<file path="src/rtl/rand_pkg.sv">
// Shared definitions for the LFSR random-number server.
package rand_pkg;

    localparam logic [15:0] LFSR_TAPS_16  = 16'hB400;
    localparam logic [15:0] LFSR_SEED_DEF = 16'h0001;

    typedef enum logic {
        WARM,
        SERVE
    } state_e;

    // One Fibonacci step: shift left, feedback is the parity of the tapped bits.
    // Carried in a 32-bit container so any WIDTH up to 32 can share it.
    function automatic logic [31:0] lfsr_next(input logic [31:0]   state,
                                              input logic [31:0]   taps,
                                              input int unsigned   width);
        logic [31:0] nxt;
        logic [31:0] keep;
        nxt  = {state[30:0], ^(state & taps)};
        keep = (width >= 32) ? '1 : ((32'd1 << width) - 32'd1);
        return nxt & keep;
    endfunction

endpackage

</file>
<file path="src/rtl/rr_arbiter.sv">
// Combinational round-robin arbiter: first eligible request at or after ptr_i, wrapping.
module rr_arbiter #(
    parameter int unsigned N_REQ = 4
) (
    input  logic [N_REQ-1:0]         req_i,
    input  logic [N_REQ-1:0]         mask_i,
    input  logic [$clog2(N_REQ)-1:0] ptr_i,
    output logic [N_REQ-1:0]         gnt_o,
    output logic [$clog2(N_REQ)-1:0] idx_o,
    output logic                     valid_o
);

    localparam int unsigned IDW = $clog2(N_REQ);

    logic [N_REQ-1:0] elig;

    // Scan from the pointer and pick the first eligible requester.
    always_comb begin
        int unsigned pos;
        logic        found;
        elig    = req_i & ~mask_i;
        gnt_o   = '0;
        idx_o   = '0;
        found   = 1'b0;
        pos     = 0;
        for (int unsigned off = 0; off < N_REQ; off++) begin
            pos = (32'(ptr_i) + off) % N_REQ;
            if (!found && elig[pos]) begin
                found      = 1'b1;
                gnt_o[pos] = 1'b1;
                idx_o      = IDW'(pos);
            end
        end
        valid_o = found;
    end

endmodule

</file>
<file path="src/rtl/rand_server.sv">
// Shares one Fibonacci LFSR between N_REQ req/ack clients with round-robin arbitration,
// runtime reseeding and an optional warm-up after reset or seed load.
module rand_server
    import rand_pkg::*;
#(
    parameter int unsigned       WIDTH  = 16,
    parameter logic [WIDTH-1:0]  TAPS   = WIDTH'(LFSR_TAPS_16),
    parameter int unsigned       N_REQ  = 4,
    parameter int unsigned       WARMUP = 0
) (
    input  logic                     clk,
    input  logic                     reset,
    input  logic [N_REQ-1:0]         req,
    output logic [N_REQ-1:0]         ack,
    output logic [WIDTH-1:0]         rand_data,
    output logic [$clog2(N_REQ)-1:0] grant_id,
    input  logic                     seed_wr,
    input  logic [WIDTH-1:0]         seed,
    output logic                     busy
);

    localparam int unsigned IDW       = $clog2(N_REQ);
    localparam state_e      ST_INIT   = (WARMUP == 0) ? SERVE : WARM;
    localparam logic [7:0]  WARM_LAST = (WARMUP == 0) ? 8'd0 : 8'(WARMUP - 1);

    state_e           state_q, state_d;
    logic [WIDTH-1:0] lfsr_q, lfsr_d;
    logic [7:0]       cnt_q, cnt_d;
    logic [IDW-1:0]   ptr_q, ptr_d;
    logic [N_REQ-1:0] ack_q, ack_d;
    logic [IDW-1:0]   gid_q, gid_d;
    logic [WIDTH-1:0] data_q, data_d;

    logic [WIDTH-1:0] lfsr_step;
    logic [N_REQ-1:0] arb_gnt;
    logic [IDW-1:0]   arb_idx;
    logic             arb_valid;

    assign lfsr_step = WIDTH'(lfsr_next(32'(lfsr_q), 32'(TAPS), WIDTH));

    // A core acked this cycle still holds req, so it is masked out of this arbitration.
    rr_arbiter #(
        .N_REQ (N_REQ)
    ) u_arb (
        .req_i   (req),
        .mask_i  (ack_q),
        .ptr_i   (ptr_q),
        .gnt_o   (arb_gnt),
        .idx_o   (arb_idx),
        .valid_o (arb_valid)
    );

    // State and output registers with synchronous reset.
    always_ff @(posedge clk) begin
        if (reset) begin
            state_q <= ST_INIT;
            lfsr_q  <= WIDTH'(LFSR_SEED_DEF);
            cnt_q   <= '0;
            ptr_q   <= '0;
            ack_q   <= '0;
            gid_q   <= '0;
            data_q  <= '0;
        end else begin
            state_q <= state_d;
            lfsr_q  <= lfsr_d;
            cnt_q   <= cnt_d;
            ptr_q   <= ptr_d;
            ack_q   <= ack_d;
            gid_q   <= gid_d;
            data_q  <= data_d;
        end
    end

    // Next state: seed load overrides everything and cancels the pending grant.
    always_comb begin
        state_d = state_q;
        lfsr_d  = lfsr_q;
        cnt_d   = cnt_q;
        ptr_d   = ptr_q;
        ack_d   = '0;
        gid_d   = gid_q;
        data_d  = data_q;
        if (seed_wr) begin
            lfsr_d  = (seed == '0) ? WIDTH'(LFSR_SEED_DEF) : seed;
            cnt_d   = '0;
            state_d = ST_INIT;
        end else begin
            case (state_q)
                WARM: begin
                    lfsr_d = lfsr_step;
                    cnt_d  = cnt_q + 8'd1;
                    if (cnt_q == WARM_LAST) begin
                        state_d = SERVE;
                    end
                end
                SERVE: begin
                    if (arb_valid) begin
                        ack_d  = arb_gnt;
                        gid_d  = arb_idx;
                        data_d = lfsr_q;
                        lfsr_d = lfsr_step;
                        ptr_d  = (arb_idx == IDW'(N_REQ - 1)) ? '0 : arb_idx + 1'b1;
                    end
                end
                default: state_d = ST_INIT;
            endcase
        end
    end

    assign ack       = ack_q;
    assign grant_id  = gid_q;
    assign rand_data = data_q;
    assign busy      = (state_q == WARM);

endmodule

</file>
<file path="config.mk">
export PLATFORM = sky130hd
export DESIGN_NAME = rand_server
export DESIGN_NICKNAME = d
export VERILOG_FILES = /design/src/rtl/rand_pkg.sv /design/src/rtl/rr_arbiter.sv /design/src/rtl/rand_server.sv
export SDC_FILE = /design/constraint.sdc
export NUM_CORES = 1
export LEC_CHECK = 0
export ABC_AREA = 0
export CORE_MARGIN = 2
export CORE_UTILIZATION = 53
export DETAILED_ROUTE_END_ITERATION = 8
export GPL_TIMING_DRIVEN = 0
export HOLD_SLACK_MARGIN = 0.05
export PLACE_DENSITY = 0.8
export SYNTH_ARGS = -nofsm -noshare
export SYNTH_HDL_FRONTEND = slang
export SYNTH_HIERARCHICAL = 1
export SYNTH_SLANG_ARGS = --single-unit
</file>
<file path="constraint.sdc">
create_clock -name clk -period 3.83 [get_ports clk]
set_input_delay 0.766 -clock clk [delete_from_list [all_inputs] [get_ports clk]]
set_output_delay 0.766 -clock clk [all_outputs]
set_load 0.02 [all_outputs]
</file>
# Yosys cells after proc, flatten, opt, wreduce, memory -nomap -nowiden
# Index checks and enable logic that the tools add are counted.
# Widths: inputs -> output; s select.
word_totals:
  register_bits: 49
  inputBits: 23
  elab_cells: 81
classes:
  n_addsub: 5
  order_cmp: 8
  n_eq_ne: 2
  mux: 34
  bitwise: 8
  reduce_logical: 17
op_table:
  columns: ["cell", "count"]
  rows:
  - ["$mux 16", 3]
  - ["$pmux 16 s2", 1]
  - ["$reduce_xor 32->1", 1]
  - ["$logic_not 16->1", 1]
  - ["$mux 4", 4]
  - ["$mux 1", 13]
  - ["$lt 2x3->1 const B", 4]
  - ["$or 4x4->4", 3]
  - ["$mux 2", 5]
  - ["$add 8x1->8 const B", 1]
  - ["$bmux 1 s2", 4]
  - ["$demux 1 s2", 4]
  - ["$ge 2x1->1 const B", 4]
  - ["$logic_not 8->1", 1]
  - ["$logic_and 1x1->1", 7]
  - ["$add 2x1->2 const B", 2]
  - ["$add 2x2->2 const B", 2]
  - ["$and 4x4->4", 1]
  - ["$not 4->4", 1]
  - ["$reduce_or 4->1", 1]
  - ["$logic_not 1->1", 3]
  - ["$ne 3x2->1 const B", 1]
  - ["$not 1->1", 3]
  - ["$reduce_and 3->1", 1]
  - ["other kinds (3)", 3]

# Logic depth before layout (Yosys ltp)
logic_depth:
  word_depth: 17
  depth_mapped: 14
  depth_no_buf: 10

# By module
# The synthesis kept the hierarchy.
modules_own_cells:
  columns: ["mod", "instances", "cells_each", "area_each_um2", "seq_area_each_um2"]
  rows:
  - ["rand_server", 1, 222, 2118.3, 980.9]
  - ["rr_arbiter", 1, 67, 510.5, 0.0]

# Worst setup path before layout
# Ideal clock, no wire load.
synth_timing:
  kind: "register -> register"
  startpoint: "register ptr_q[1]"
  endpoint: "register lfsr_q[3]"
  setup_ps: 146
  arrival_ps: 3099
  required_ps: 3684
  slack_ps: 585
  path_stages_with_launch: 15
  synth_period_minus_slack_ps: 3245
  path_cell_list: "dfxtp_1 clkbuf_1 inv_1 ha_1 clkbuf_1 mux4_2 and4b_1 buf_4 nand2_1 or2_1 or3b_1 buf_6 buf_6 nor2_1 a211oi_2"
synth_via:
  elab_chain_cells: 13
synth_lines:
  columns: ["item", "line_no", "rtl"]
  rows:
  - ["from (decl)", "rand_server.sv:29", "logic [IDW-1:0] ptr_q, ptr_d;"]
  - ["from (signal assigned)", "rand_server.sv:67", "ptr_q <= ptr_d;"]
  - ["branches (longest 11 deep; another with $add 2x1->2)", null, null]
  - ["$mux 1 *", "rr_arbiter.sv:28", "if (!found && elig[pos]) begin"]
  - ["net arb_valid", "rand_server.sv:37", "logic arb_valid;"]
  - ["$ne 3x2->1 (no source line) *", null, null]
  - ["to (signal assigned)", "rand_server.sv:57", "lfsr_q <= WIDTH'(LFSR_SEED_DEF);"]
  - ["to (signal assigned)", "rand_server.sv:65", "lfsr_q <= lfsr_d;"]
  - ["to (decl)", "rand_server.sv:27", "logic [WIDTH-1:0] lfsr_q, lfsr_d;"]
# Mark *: on every way through the listed nets, which the timed path passes. The select of a mux whose other input is x is not followed.
# A chain may end at the register's enable or synchronous reset.

# Worst setup path in the final report
layout_timing:
  startpoint: "register ptr_q[0]"
  endpoint: "register lfsr_q[9]"
# Same word-level chain as after synthesis.

==> summary.md <==
| Metric | Value |
|---|---|
| Synthesis-stage register bit count | `around 50` |
| Core Box Area | `4750 sq um` |
| FILL cells | `about 430` |
| Max capacitance violation total | `0` |
| P&R area growth vs syn | `23.7%` |
| CTS buffer count | `5` |
| Routed length on met3 | `244 um` |
| Worst-Skew Late Latency | `a little over 0.3 ns` |
| Clock Sinks | `around 50` |
| Clk_skew | `approximately 0.011 ns` |
| R2R cell count | `13` |
| Starting Density | `55.3%` |
| Metal2 WL | `2.92 mm` |
| WP data arrival | `roughly 3.7 ns` |
| Hold crit path type | `register to register` |
| Async set or reset register ratio after synthesis | `0%` |
| RSZ-0062 raised after global routing | `false` |
| Final net count | `373` |
| Register share of total power | `34.7%` |
| Crit. End Element | `register` |
| Part of the power in combinational logic | `a little under 50%` |
| CTS clk-pin slew, worst paths | `0.09 ns` |
| Post-route ant nets | `0` |
| Setup slack, reg-to-reg | `0.28 ns` |
| DR iter-0 viols | `138` |
| Drt wl/cell | `14.7 um` |
| Pwr/cell area | `616 nW/um^2` |
| Switching Share | `40.1%` |
| Number of cells produced by synthesis | `289` |
| Row cnt | `25` |
| Io pins | `46` |
| Total routed wirelength | `6.01 mm` |
| Tmin final | `approximately 3.5 ns` |
| Max VDD drop | `approximately 0.00028 V` |
| Seq/Total Area, Yosys | `37.3%` |
| Unique masters post-synth | `49` |
| Commonest non-fill, non-tap cells in the layout | `dfxtp_1 (49), clkdlybuf4s50_1 (44), nand2_1 (43)` |
| Yosys warning total | `6` |
| Post-CTS sizing | `0` |
| Number of flops mapped to enable cells by yosys | `0` |
| Drt drc | `0` |
| Via density | `5.50` |
| Hold_buf cts | `0` |
| Synth top area cells | `dfxtp_1 (37%), a211oi_2 (7.1%), nand2_1 (6.1%)` |
| Most common cell after layout, fill and taps aside | `dfxtp_1` |
| Die width | `74.4 um` |
| Die Y | `74.4 um` |
| Final worst-path cycle share | `92.7%` |
| Setup Fix Bufs, Post-CTS | `0` |
| Final HPWL DP | `between 4 and 5 mm` |
| TritonCTS clock tree | `done` |
| Pin count of the biggest net entering global routing | `16` |
| CP max FO | `10` |
| Via count | `2245` |
| Clock share of power | `16.1%` |
| Root Driver | `clkbuf_8` |
| Slew Viols, Final | `0` |
| Final hold vios | `0` |
| Share of cells above drive strength 1 | `about 13%` |
| Hold EP | `rand_data[4]$_SDFFE_PP0P_` |
| Met1 wire length | `2.74 mm` |
| Highest Signal Layer | `met4` |
| Mapped Nets | `322` |
| Global-route wire length before repair | `10.0 mm` |
| Hold path depth | `2` |
| Post-synth top flop | `dfxtp_1` |
| Fmax | `282 MHz` |
| Multi-input logic area | `~1500 sq um` |
| CTS Buffer Depth | `2` |
| TNS Setup | `0 ns` |
| Final total power | `2.00 mW` |
| Vias in the first global route | `between 2000 and 2500` |
| Avg Cell Area, Syn | `9.10 sq um` |
| Relative slew slack | `55.4%` |
| Routability cong. | `about 0.9` |
| Final setup viols | `0` |
| DIE AREA | `about 5500 sq um` |
| GRT Resource Usage Total | `23.7%` |
| Antenna violations before repair | `0` |
| Worst Max-Slew Pin Slew | `0.669 ns` |
| Leak | `1.23 nW` |
| RR Startpoint | `ptr_q[0]$_SDFFE_PP0P_` |
| WS Path Type | `register to register` |
| Total congestion overflow | `0` |
| Critical Path RT | `4.01 ns` |
| Mapped cell area | `2630 sq um` |
| Diodes inserted | `0` |
| Drt first pass iters | `4` |
| Reg2reg end | `lfsr_q[9]$_SDFFE_PP0P_` |
| Synth area leader | `dfxtp_1` |
| I/O Buffers | `44` |
| Hold_sp | `rand_data[4]$_SDFFE_PP0P_` |
| Int Power | `around 1.2 mW` |
| H-tree depth | `2` |
| Outcome | `complete, no violations` |
| Switching power | `802 uW` |
| Yosys top cell area share | `37.3%` |
| Critical path startpoint category | `register` |
| Reg area | `just under 1000 sq um` |
[cells by family after synthesis]
kind of cell / Yosys count / share of synthesized area [%]
compound gates: 63 / 18.1
xor+xnor: 10 / 3.33
fa+ha+maj: 10 / 4.76
buf+inv: 25 / 6.09
flops: 49 / 37.3
mux: 19 / 8.66
simple gates: 113 / 21.8
[area by class of cell]
cell class,count,area share (%)
Clock inverter,2,0.423
Multi-Input combinational cell,215,45.8
Inverter,5,0.577
Clock buffer,6,2.54
Buffer,20,4.39
Timing Repair Buffer,44,13.5
Tap cell,67,2.58
Sequential cell,49,30.2
[synth_stat cells, drive strengths merged, types with 2 or more instances]
cell    instances
a22oi           4
a211oi         16
nand3b          2
buf            12
nor3b           5
or2             2
nor3            2
dfxtp          49
nand3           6
mux2i          16
clkbuf          8
inv             5
xor2            6
nor4            4
o22ai           4
mux4            3
and3            2
nand4           2
a21oi          26
and4b           2
nor2           28
xnor2           4
nor2b           6
ha             10
a41oi           2
o21ai           5
nand2          43
nand2b          5
[power groups by stage]
| stage | combinational, mW | clock (mW) | sequential [mW] |
|---|---|---|---|
| 2_1_floorplan | 0.661 | 0 | 0.738 |
| 3_3_place_gp | 0.946 | 0 | 0.703 |
| 3_5_place_dp | 0.973 | 0 | 0.706 |
| 4_1_cts | 0.977 | 0.329 | 0.694 |
| 5_1_grt | 1.09 | 0.349 | 0.708 |
| 6_report | 0.986 | 0.322 | 0.695 |
[stage by stage]
step	hold slack, ns	instances	cell area, sq um	setup WS, ns	utilization, %
6_report	0.459	408	3250	0.281	68.4
5_1_grt	0.484	408	3250	0.0243	68.4
4_1_cts	0.463	408	3250	0.150	68.3
3_5_place_dp	0.451	400	3150	0.181	66.3
3_3_place_gp	0.445	400	3150	0.219	66.3
2_1_floorplan	0.444	289	2630	0.585	-
[worst max path at each step]
stage | from | to | slack [ns]
floorplan | ptr_q[1]$_SDFFE_PP0P_ | lfsr_q[3]$_SDFFE_PP0P_ | 0.58
global placement | ptr_q[1]$_SDFFE_PP0P_ | lfsr_q[7]$_SDFFE_PP0P_ | 0.22
detailed placement | ptr_q[1]$_SDFFE_PP0P_ | lfsr_q[3]$_SDFFE_PP0P_ | 0.18
CTS | ptr_q[1]$_SDFFE_PP0P_ | lfsr_q[15]$_SDFFE_PP0P_ | 0.15
global route | ptr_q[0]$_SDFFE_PP0P_ | lfsr_q[6]$_SDFFE_PP0P_ | 0.02
finish | ptr_q[0]$_SDFFE_PP0P_ | lfsr_q[9]$_SDFFE_PP0P_ | 0.28
[state kept, by name, indices dropped and copies added (netlist names)]
| signal | flops |
|---|---|
| grant_id | 2 |
| cnt_q | 8 |
| lfsr_q | 16 |
| rand_data | 16 |
| ptr_q | 2 |
| ack | 4 |
| state_q | 1 |
[routing by layer]
layer,vias up,GRT usage [%]
met2,67,36.6
met3,9,4.07
met5,-,0
met1,1049,33.1
li1,1120,-
met4,0,9.13
[worst max-delay path, stage by stage (launching register included)]
cell,delay [ns]
dfxtp_1,0.55
inv_1,0.24
ha_1,0.33
clkbuf_1,0.29
mux4_2,0.41
and4b_1,0.26
buf_4,0.14
nand2_1,0.05
or2_1,0.26
or3b_1,0.38
buf_6,0.14
buf_6,0.13
nor2_1,0.15
a211oi_2,0.06
Note: power is estimated with default switching activity, not from simulation.
